$ cat src/rtl/pe_mac_os.sv
// pe_mac_os: output-stationary multiply-accumulate processing element.
// Accumulates din*win over first/last framed windows, forwards operands and
// framing to neighbours with one cycle of latency, and reports each window
// result with its term count, an overflow flag and a sticky protocol error.
module pe_mac_os #(
  parameter int unsigned DATA_W   = 8,
  parameter int unsigned ACC_W    = 20,
  parameter int unsigned SIGNED   = 0,
  parameter int unsigned SATURATE = 1,
  parameter int unsigned CNT_W    = 8
) (
  input  logic              clk,
  input  logic              rst,
  input  logic [DATA_W-1:0] din,
  input  logic [DATA_W-1:0] win,
  input  logic              in_valid,
  input  logic              in_first,
  input  logic              in_last,
  output logic [DATA_W-1:0] dout,
  output logic [DATA_W-1:0] wout,
  output logic              out_valid_fwd,
  output logic              out_first_fwd,
  output logic              out_last_fwd,
  output logic [ACC_W-1:0]  out,
  output logic              out_valid,
  output logic              out_sat,
  output logic [CNT_W-1:0]  term_cnt,
  output logic              err
);

  localparam int unsigned PROD_W = 2 * DATA_W;
  localparam int unsigned SUM_W  = ACC_W + 1;
  localparam int unsigned EXT_W  = SUM_W - PROD_W;

  typedef enum logic {IDLE, ACC} state_t;

  state_t            state;
  state_t            state_nxt;
  logic [ACC_W-1:0]  acc;
  logic [CNT_W-1:0]  cnt;
  logic              win_sat;

  logic [PROD_W-1:0] din_x;
  logic [PROD_W-1:0] win_x;
  logic [PROD_W-1:0] prod;
  logic [SUM_W-1:0]  prod_ext;
  logic [SUM_W-1:0]  base_ext;
  logic [SUM_W-1:0]  sum;
  logic              ovf;
  logic [ACC_W-1:0]  clamp;
  logic [ACC_W-1:0]  sum_res;
  logic [CNT_W-1:0]  cnt_nxt;
  logic              sat_nxt;

  logic              load;
  logic              capture;
  logic              set_err;

  // Product and sum datapath; extension mode follows the operand signedness
  always_comb begin
    if (SIGNED != 0) begin
      din_x    = {{DATA_W{din[DATA_W-1]}}, din};
      win_x    = {{DATA_W{win[DATA_W-1]}}, win};
    end else begin
      din_x    = {{DATA_W{1'b0}}, din};
      win_x    = {{DATA_W{1'b0}}, win};
    end
    prod = din_x * win_x;

    if (SIGNED != 0) begin
      prod_ext = {{EXT_W{prod[PROD_W-1]}}, prod};
      base_ext = in_first ? '0 : {acc[ACC_W-1], acc};
    end else begin
      prod_ext = {{EXT_W{1'b0}}, prod};
      base_ext = in_first ? '0 : {1'b0, acc};
    end
    sum = base_ext + prod_ext;

    if (SIGNED != 0) begin
      ovf   = sum[ACC_W] ^ sum[ACC_W-1];
      clamp = sum[ACC_W] ? {1'b1, {(ACC_W-1){1'b0}}} : {1'b0, {(ACC_W-1){1'b1}}};
    end else begin
      ovf   = sum[ACC_W];
      clamp = {ACC_W{1'b1}};
    end

    if ((SATURATE != 0) && ovf) sum_res = clamp;
    else                        sum_res = sum[ACC_W-1:0];
  end

  // Window term count and overflow flag including the current beat
  always_comb begin
    if (in_first)  cnt_nxt = CNT_W'(1);
    else if (&cnt) cnt_nxt = cnt;
    else           cnt_nxt = cnt + CNT_W'(1);
    sat_nxt = (in_first ? 1'b0 : win_sat) | ovf;
  end

  // State register
  always_ff @(posedge clk or posedge rst) begin
    if (rst) state <= IDLE;
    else     state <= state_nxt;
  end

  // Next-state and beat-handling decode
  always_comb begin
    state_nxt = state;
    load      = 1'b0;
    capture   = 1'b0;
    set_err   = 1'b0;
    case (state)
      IDLE: begin
        if (in_valid) begin
          if (!in_first) begin
            set_err = 1'b1;
          end else if (in_last) begin
            capture = 1'b1;
          end else begin
            load      = 1'b1;
            state_nxt = ACC;
          end
        end
      end
      ACC: begin
        if (in_valid) begin
          if (in_first) set_err = 1'b1;
          if (in_last) begin
            capture   = 1'b1;
            state_nxt = IDLE;
          end else begin
            load = 1'b1;
          end
        end
      end
      default: state_nxt = IDLE;
    endcase
  end

  // Accumulator, window count and window overflow flag
  always_ff @(posedge clk or posedge rst) begin
    if (rst) begin
      acc     <= '0;
      cnt     <= '0;
      win_sat <= 1'b0;
    end else if (load) begin
      acc     <= sum_res;
      cnt     <= cnt_nxt;
      win_sat <= sat_nxt;
    end
  end

  // Result registers and sticky protocol error
  always_ff @(posedge clk or posedge rst) begin
    if (rst) begin
      out       <= '0;
      out_valid <= 1'b0;
      out_sat   <= 1'b0;
      term_cnt  <= '0;
      err       <= 1'b0;
    end else begin
      out_valid <= capture;
      err       <= err | set_err;
      if (capture) begin
        out      <= sum_res;
        out_sat  <= sat_nxt;
        term_cnt <= cnt_nxt;
      end
    end
  end

  // Neighbour forwarding: operands held between valid beats, flags every cycle
  always_ff @(posedge clk or posedge rst) begin
    if (rst) begin
      dout          <= '0;
      wout          <= '0;
      out_valid_fwd <= 1'b0;
      out_first_fwd <= 1'b0;
      out_last_fwd  <= 1'b0;
    end else begin
      out_valid_fwd <= in_valid;
      out_first_fwd <= in_valid & in_first;
      out_last_fwd  <= in_valid & in_last;
      if (in_valid) begin
        dout <= din;
        wout <= win;
      end
    end
  end

endmodule
$ cat config.mk
export PLATFORM = sky130hd
export DESIGN_NAME = pe_mac_os
export DESIGN_NICKNAME = d
export VERILOG_FILES = /design/src/rtl/pe_mac_os.sv
export SDC_FILE = /design/constraint.sdc
export NUM_CORES = 1
export LEC_CHECK = 0
export BUFFER_PORTS_ARGS = -buffer_cell sky130_fd_sc_hd__buf_2
export CAP_MARGIN = 10
export CORE_ASPECT_RATIO = 1.1
export CORE_MARGIN = 2
export CORE_UTILIZATION = 51
export DETAILED_ROUTE_END_ITERATION = 12
export PLACE_DENSITY = 0.75
export SETUP_SLACK_MARGIN = 0.2
export SLEW_MARGIN = 10
export SYNTH_ARGS = -nofsm -noshare
export SYNTH_HDL_FRONTEND = slang
export SYNTH_SLANG_ARGS = --single-unit
$ cat constraint.sdc
create_clock -name clk -period 4.6 [get_ports clk]
set_input_delay 0.92 -clock clk [delete_from_list [all_inputs] [get_ports clk]]
set_output_delay 0.92 -clock clk [all_outputs]
set_load 0.02 [all_outputs]
Word level (Yosys, flattened, before mapping):

Index checks and enable logic that the tools add are counted.

* bits in registers: 80
* word-level logic and storage cells: 45
* bits in latches: 0
* bits in read-only memories: 0
* RAM bits: 0
* bits of input ports: 21
* memories: 0

* shifts and indexed selects: 0
* add/subtract/negate cells: 2
* mux-type cells: 22
* reduce and logical (&&, ||, !) cells: 1
* equality and inequality tests: 0
* bitwise gates (word level): 5
* divide/modulo/power cells: 0
* $mul: 1
* magnitude comparators: 0

Operators with widths (number)
* 20-bit 2-to-1 mux: 2
* 20-bit by 16-bit adder with 21-bit output: 1
* 8-bit by 8-bit multiplier with 16-bit output: 1
* 8-bit 2-to-1 mux: 2
* 1-bit 2-to-1 mux: 14
* 8-bit by 1-bit adder with 8-bit output, second input constant: 1
* 1-bit one-hot mux with 2 select lines: 4
* 8-bit AND reduction: 1
* 1-bit AND: 2
* 1-bit OR: 2
* 1-bit inverter: 1

Logic depth before layout (Yosys ltp):

Gate-level depths: netlist of the first run.

* word-level depth: 4
* gate-level depth with buffers: 20
* depth with buffers taken out: 16

Worst setup path after synthesis of the first run:

No wires, ideal clock.

* kind: input to register
* from: input port in_first
* to: register out[10]
* required time: 4.467 ns
* setup slack: -0.822 ns
* data arrival time: 5.289 ns
* path buffers: 2
* cell stages on the path: 18
* setup time: 0.133 ns
* path through: buf_2 inv_1 clkbuf_1 nand2_1 fa_1 inv_1 fa_1 fa_1 inv_1 fa_1 inv_1 ha_1 a21o_1 a31oi_1 a211o_1 a31oi_4 a2111oi_2 o21ai_1

* longest elaborated chain between the ends: 3
* elaborated cells between the ends (all ways): 6
* classes of those cells: add/sub: 1; mux: 5

Ends and longest elaborated chain
* start, declared: line 17 `input logic in_first,`
* 20-bit 2-to-1 mux / 1-bit 2-to-1 mux (equally long branches): line 75, 114
* 20-bit by 16-bit adder with 21-bit output / 1-bit 2-to-1 mux (equally long branches): line 77, 113
* 20-bit 2-to-1 mux / 1-bit one-hot mux with 2 select lines (equally long branches): line 87, 111
* end signal, assigned: line 164 `out <= sum_res;`
* end, declared: line 24 `output logic [ACC_W-1:0] out,`

Parallel ways exist; a longest one is shown, timed or not.
A chain may end at the register's enable or synchronous reset.

Worst setup path in the final report of the first run:

* from: input port din[5]
* to: register acc[6]

* longest elaborated chain between the ends: 3

Ends and longest elaborated chain
* start, declared: line 14 `input logic [DATA_W-1:0] din,`
* 8-bit by 8-bit multiplier with 16-bit output: line 68 `prod = din_x * win_x;`
* 20-bit by 16-bit adder with 21-bit output: line 77 `sum = base_ext + prod_ext;`
* 20-bit 2-to-1 mux: line 87 `if ((SATURATE != 0) && ovf) sum_res = clamp;`
* end signal, assigned: line 146 `acc <= sum_res;`
* end, declared: line 39 `logic [ACC_W-1:0] acc;`

Every way passes these cells.

==> metrics, run 1 <==
Leak Pwr 3.94 nW; CTS buffer count 9; slowest stage delay, CP 0.54 ns; Area contributors post-synth dfrtp_1 33%, fa_1 17%, ha_1 8.7%, nand2_1 5.6%, inv_1 4.8%; post-layout util 0.708; Logic pwr share 0.676; Worst EP arrival 5.11 ns; Synth-to-Final Area Change 35.1%; fmax 206 MHz; # DRC 0; worst path cell trace buf_8 -> buf_6 -> nand2_2 -> fa_1 -> fa_1 -> inv_2 -> fa_1 -> inv_2 -> fa_1 -> inv_2 -> ha_4 -> buf_6 -> nand4b_1 -> a211o_1 -> a31oi_4 -> buf_12 -> buf_12 -> buf_16 -> nor2_4 -> o21ai_1; clk_skew 0.00529 ns; RePlAce Congestion 0.908; Setup CP Type input pin to flop; GRT Residual Overflow 0; unrepaired setup endpoints after global routing yes; synth cell count leaders 90 x nand2_1, 80 x dfrtp_1, 77 x inv_1; antenna-violating nets left 0; DR WL/cell 17.4 µm; Hold Crit Class flop to flop; core area 11500 µm²; Primary FF master, synth dfrtp_1; Worst setup EP type flop; Tot GR Track Use 0.258; # hold bufs at CTS 0; Post-synth EDFFs 0; register bit total from synthesis 80; VDD IR max 0.400 mV; Slowest-stage cell, CP fa_1; Total Nets Final 902; non-filler instance count after layout 944; Die Width 108 µm; maxcap violations 0; clock sink total 80; max-slew violation count 0; Synth Instances 636; port buffer count 70; Area after DPL 7140 µm²; Avg Inst Size Synth 9.51 µm²; iteration count of the initial detailed-routing pass 5; initial detailed-routing violation count 300; Switching Share 0.430; internal power 3.10 mW; Clock Latency Late Sink 0.34 ns; area occupied by multi-input gates 4120 µm²; Layout fillers 808; number of global-route vias before repair 5306; Hold WS 0.457 ns; total negative slack -7.82 ns; CTS max path bufs 2; Sequential Area 2000 µm²; status complete, but fails checks; crit path time final 4.85 ns; fin area 8170 µm²; Synth cell types 54; die area 12700 µm²; Post-synth ARST share 1.00; Die Y 118 µm; Final WS setup -0.252 ns; pin count of the biggest net entering global routing 54; Syn Nets 749; fin crit share 1.05; TritonCTS clock tree built; Mapped Area 6050 µm²; num ports 71; total power draw 5.43 mW; WL final 16400 µm; Row Count 41; Cell Count Post-Placement 903; Antenna diodes 0; crit-path max FO 8; Initial Util 0.524; Slew HR 0.401; clock share of power 0.138; Final Hold Viols 0; Buf/Inv on CP 9; Synth area leader dfrtp_1; DR vias 5187; Synth top area share 0.331; failing checks negative setup slack; vias per std cell 5.49; CP delay by family, top adder cells; initial antenna violation count 0; Slew @ Worst Pin 0.897 ns; CP Launch Type input pin; sequential area share after synthesis 0.331; sequential share of power 0.186; PwrDens 665 nW/µm²; synth warn 0; share of cells above drive strength 1 0.353; pre-CTS setup slack -0.705 ns; Detail Placement HPWL 11400 µm; clk slew on worst S/H paths 0.06 ns; most frequent CP cell fa_1; Switch Pwr 2.34 mW; # setup viols final 42; Root Driver clkbuf_16; Critical Path RT 4.86 ns; most frequent cell after synthesis nand2_1; first-pass GRT wire length 25900 µm; H-tree levels 3
-- flip-flops by register name (all words and copies together), names as in the netlist --
register	flops
term_cnt	8
state	1
wout	8
acc	20
err	1
win_sat	1
out_valid_fwd	1
dout	8
cnt	8
out_sat	1
out	20
out_valid	1
out_first_fwd	1
out_last_fwd	1
-- final cells by class --
type / count / share of cell area
inverter: 78 / 0.0375
sequential: 80 / 0.245
timing repair buffer: 164 / 0.153
clock inverter: 5 / 0.00766
tap: 150 / 0.0230
clock buffer: 11 / 0.0297
multi-input combinational: 456 / 0.504
-- kinds of logic (layout without fill, tap and decap cells) --
kind of cell,Yosys count,after routing,share of synthesized area
simple gates,216,216,0.172
compound gates,116,116,0.128
buf+inv,100,258,0.0631
fa+ha+maj,92,92,0.252
flops,80,80,0.331
mux,19,19,0.0348
xor+xnor,13,13,0.0188
-- placed cells by master, fill, tap and decap left out, types with 10 or more instances in the layout --
cell type  count
buf_4         82
nand2_1       80
dfrtp_1       80
inv_1         65
buf_2         56
fa_1          44
and2_1        37
ha_1          33
nor2_1        26
o21ai_1       26
mux2_2        16
nor2b_1       15
buf_6         15
a21oi_1       14
nor2_4        10
o31ai_1       10
inv_2         10
-- path summary, 6_finish.rpt --
path | slack [ns] | from | cells past startpoint | end
setup / recovery | -0.25 | din[5] | 20 | acc[6]
hold / removal | 0.46 | err | 1 | err
setup reg to reg | 0.10 | acc[7] | 18 | acc[6]
hold reg to reg | 0.46 | err | 1 | err
max in group asynchronous | 2.95 | rst | 3 | dout[7]
min in group asynchronous | 0.73 | rst | 2 | out[2]
-- metal layers --
metal / wire [µm] / vias to the layer above / part of all wire / track usage
li1: - / 2407 / - / -
met1: 6780 / 2571 / 0.41 / 0.325
met2: 8490 / 157 / 0.52 / 0.440
met3: 594 / 52 / 0.036 / 0.0381
met4: 580 / 0 / 0.035 / 0.107
met5: 0 / - / 0 / 0
-- worst register-to-register path, cell delays in order, from the launching register on --
cell	delay, ns
dfrtp_1	0.40
nand2_2	0.08
fa_1	0.57
inv_2	0.05
fa_1	0.49
fa_1	0.51
inv_2	0.05
fa_1	0.52
inv_2	0.05
ha_4	0.26
buf_6	0.11
nand4b_1	0.14
a211o_1	0.38
a31oi_4	0.21
buf_12	0.15
buf_12	0.10
buf_16	0.14
nor2_4	0.05
o21ai_1	0.14
-- power by group through the flow --
stage,sequential [mW],clock [mW],combinational (mW)
finish,1.01,0.752,3.67
global route,1.03,0.787,4.00
CTS,1.00,0.758,3.28
detailed placement,1.02,0,2.94
global placement,1.01,0,2.86
floorplan,1.12,0,1.81
-- timing repair --
item                                   4_1_cts  5_1_grt
pin swaps                                   43       32
setup endpoints to repair                   42       42
buffers inserted                            16        8
resized for setup                           78       55
endpoints found under the hold margin        0        0
gates cloned                                 1        0
Power figures use the tool's default switching activity.
==> run 2: changes to the inputs <==
--- a/config.mk
+++ b/config.mk
@@ -7,7 +7,7 @@
 export LEC_CHECK = 0
 export BUFFER_PORTS_ARGS = -buffer_cell sky130_fd_sc_hd__buf_2
 export CAP_MARGIN = 10
-export CORE_ASPECT_RATIO = 1.1
+export CORE_ASPECT_RATIO = 1.75
 export CORE_MARGIN = 2
 export CORE_UTILIZATION = 51
 export DETAILED_ROUTE_END_ITERATION = 12
==> metrics, run 2 (synthesis gave the netlist of run 1 again) <==
first-pass GRT wire length 27000 µm; port buffer count 70; failing checks negative setup slack; most frequent CP cell fa_1; antenna-violating nets left 0; TritonCTS clock tree built; unrepaired setup endpoints after global routing yes; GRT Residual Overflow 0; initial detailed-routing violation count 156; Buf/Inv on CP 6; Critical Path Sink acc[5]; Hold WS 0.470 ns; worst path cell trace buf_12 -> and2_4 -> fa_1 -> fa_2 -> inv_2 -> fa_1 -> fa_1 -> inv_2 -> ha_4 -> and4_1 -> nand4_1 -> a211o_1 -> a31oi_4 -> buf_6 -> buf_6 -> buf_16 -> nor2_4 -> o21ai_1; DR vias 5074; Final Hold Viols 0; non-filler instance count after layout 923; pre-CTS setup slack -0.731 ns; Antenna diodes 0; # DRC 0; Setup CP Type input pin to flop; cells on worst reg2reg path 17; core area 11600 µm²; num ports 71; CTS max path bufs 2; Worst EP arrival 5.03 ns; crit-path max FO 8; RePlAce Congestion 0.881; Detail Placement HPWL 11900 µm; setup slack, reg-to-reg 0.33 ns; slowest stage delay, CP 0.55 ns; WL final 16100 µm; VDD IR max 0.393 mV; Die Width 86.3 µm; most common cell after layout, fill and taps aside nand2_1; RR Startpoint acc[6]; maxcap violations 0; H-tree levels 3; Cell Count Post-Placement 889; Final WS setup -0.168 ns; clk slew on worst S/H paths 0.06 ns; Initial Util 0.522; iteration count of the initial detailed-routing pass 4; Root Driver clkbuf_16; total negative slack -5.06 ns; Worst setup EP type flop; Synth-to-Final Area Change 33.2%; CP startpoint din[6]; initial antenna violation count 0; Die Y 148 µm; crit path time final 4.77 ns; CP Launch Type input pin; max-slew violation count 0; Total Nets Final 896; Critical Path RT 4.86 ns; most frequent cells in the layout 82 x nand2_1, 81 x buf_4, 80 x dfrtp_1; Slew @ Worst Pin 0.917 ns; PwrDens 668 nW/µm²; Layout fillers 858; die area 12800 µm²; CP delay by family, top adder cells; share of cells above drive strength 1 0.362; number of global-route vias before repair 5578; fin crit share 1.04; vias per std cell 5.50; # setup viols final 42; post-layout util 0.696; Crit path depth 18; pin count of the biggest net entering global routing 49; Hold Crit Class flop to flop; DR WL/cell 17.4 µm; Tot GR Track Use 0.270; clock sink total 80; Slew HR 0.389; clk_skew 0.00509 ns; Row Count 52; Clock Latency Late Sink 0.34 ns; Leak Pwr 3.90 nW; CTS buffer count 9; worst r2r dst acc[5]; status complete, but fails checks; Regs by FF count acc: 20 flops, out: 20 flops; Slowest-stage cell, CP fa_2; fmax 210 MHz
==> run 2: cell types whose count changed in the layout (fill, tap and decap cells not counted), moves of 3 or more <==
cell,change
o21ai_2,+3
a21oi_1,-3
nor2_2,+4
nor2_4,-3
and2_1,-6
and2_4,+6
==> run 2: final cells by class <==
type / count / area [µm²] / share of cell area
multi-input combinational: 456 / 4130 / 0.513
sequential: 80 / 2000 / 0.248
timing repair buffer: 158 / 1180 / 0.146
inverter: 78 / 302 / 0.0374
clock buffer: 9 / 225 / 0.0280
tap: 135 / 169 / 0.0210
clock inverter: 7 / 52.6 / 0.00652
==> run 2: worst min-delay path by stage <==
stage / from / to / depth (start not counted)
finish: err / err / 1
global route: err / err / 1
CTS: err / err / 1
detailed placement: err / err / 1
global placement: err / err / 1
floorplan: acc[0] / acc[0] / 2
==> run 2: metal layers <==
| layer | vias to the layer above | track usage | routed length, µm |
|---|---|---|---|
| met5 | - | 0 | 0 |
| li1 | 2394 | - | - |
| met2 | 119 | 0.496 | 9080 |
| met4 | 0 | 0.114 | 608 |
| met3 | 42 | 0.0385 | 435 |
| met1 | 2519 | 0.305 | 5940 |
==> run 2: power breakdown <==
group / internal [mW] / total (mW) / leakage [nW] / switching [mW]
clock: 0.370 / 0.678 / 0.137 / 0.307
sequential: 0.891 / 1.01 / 0.975 / 0.118
combinational: 1.76 / 3.70 / 2.79 / 1.94
total: 3.02 / 5.39 / 3.90 / 2.36
==> run 2: what timing repair did <==
| item | CTS | global route |
|---|---|---|
| endpoints found under the setup margin | 42 | 42 |
| hold endpoints to repair | 0 | 0 |
| setup buffers | 14 | 3 |
| pin swaps | 47 | 29 |
| hold buffers | 0 | 0 |
| gates cloned | 1 | 0 |
| resized for setup | 96 | 50 |
==> run 2: worst register-to-register path, stage by stage, from the launching register on <==
cell      delay [ns]
dfrtp_1         0.37
nand2_1         0.10
fa_1            0.49
inv_1           0.05
fa_1            0.50
inv_1           0.06
fa_2            0.45
fa_1            0.50
inv_2           0.05
ha_4            0.27
nand4b_1        0.17
a211o_1         0.39
a31oi_4         0.27
buf_6           0.14
buf_6           0.10
buf_16          0.13
nor2_4          0.04
o21ai_1         0.11
==> run 2: per-stage QoR <==
stage	total power, mW	area [µm²]
after CTS	5.19	7860
after floorplan	2.93	6170
final	5.39	8060
after global placement	3.90	7110
after global routing	5.79	8060
after detailed placement	3.97	7110
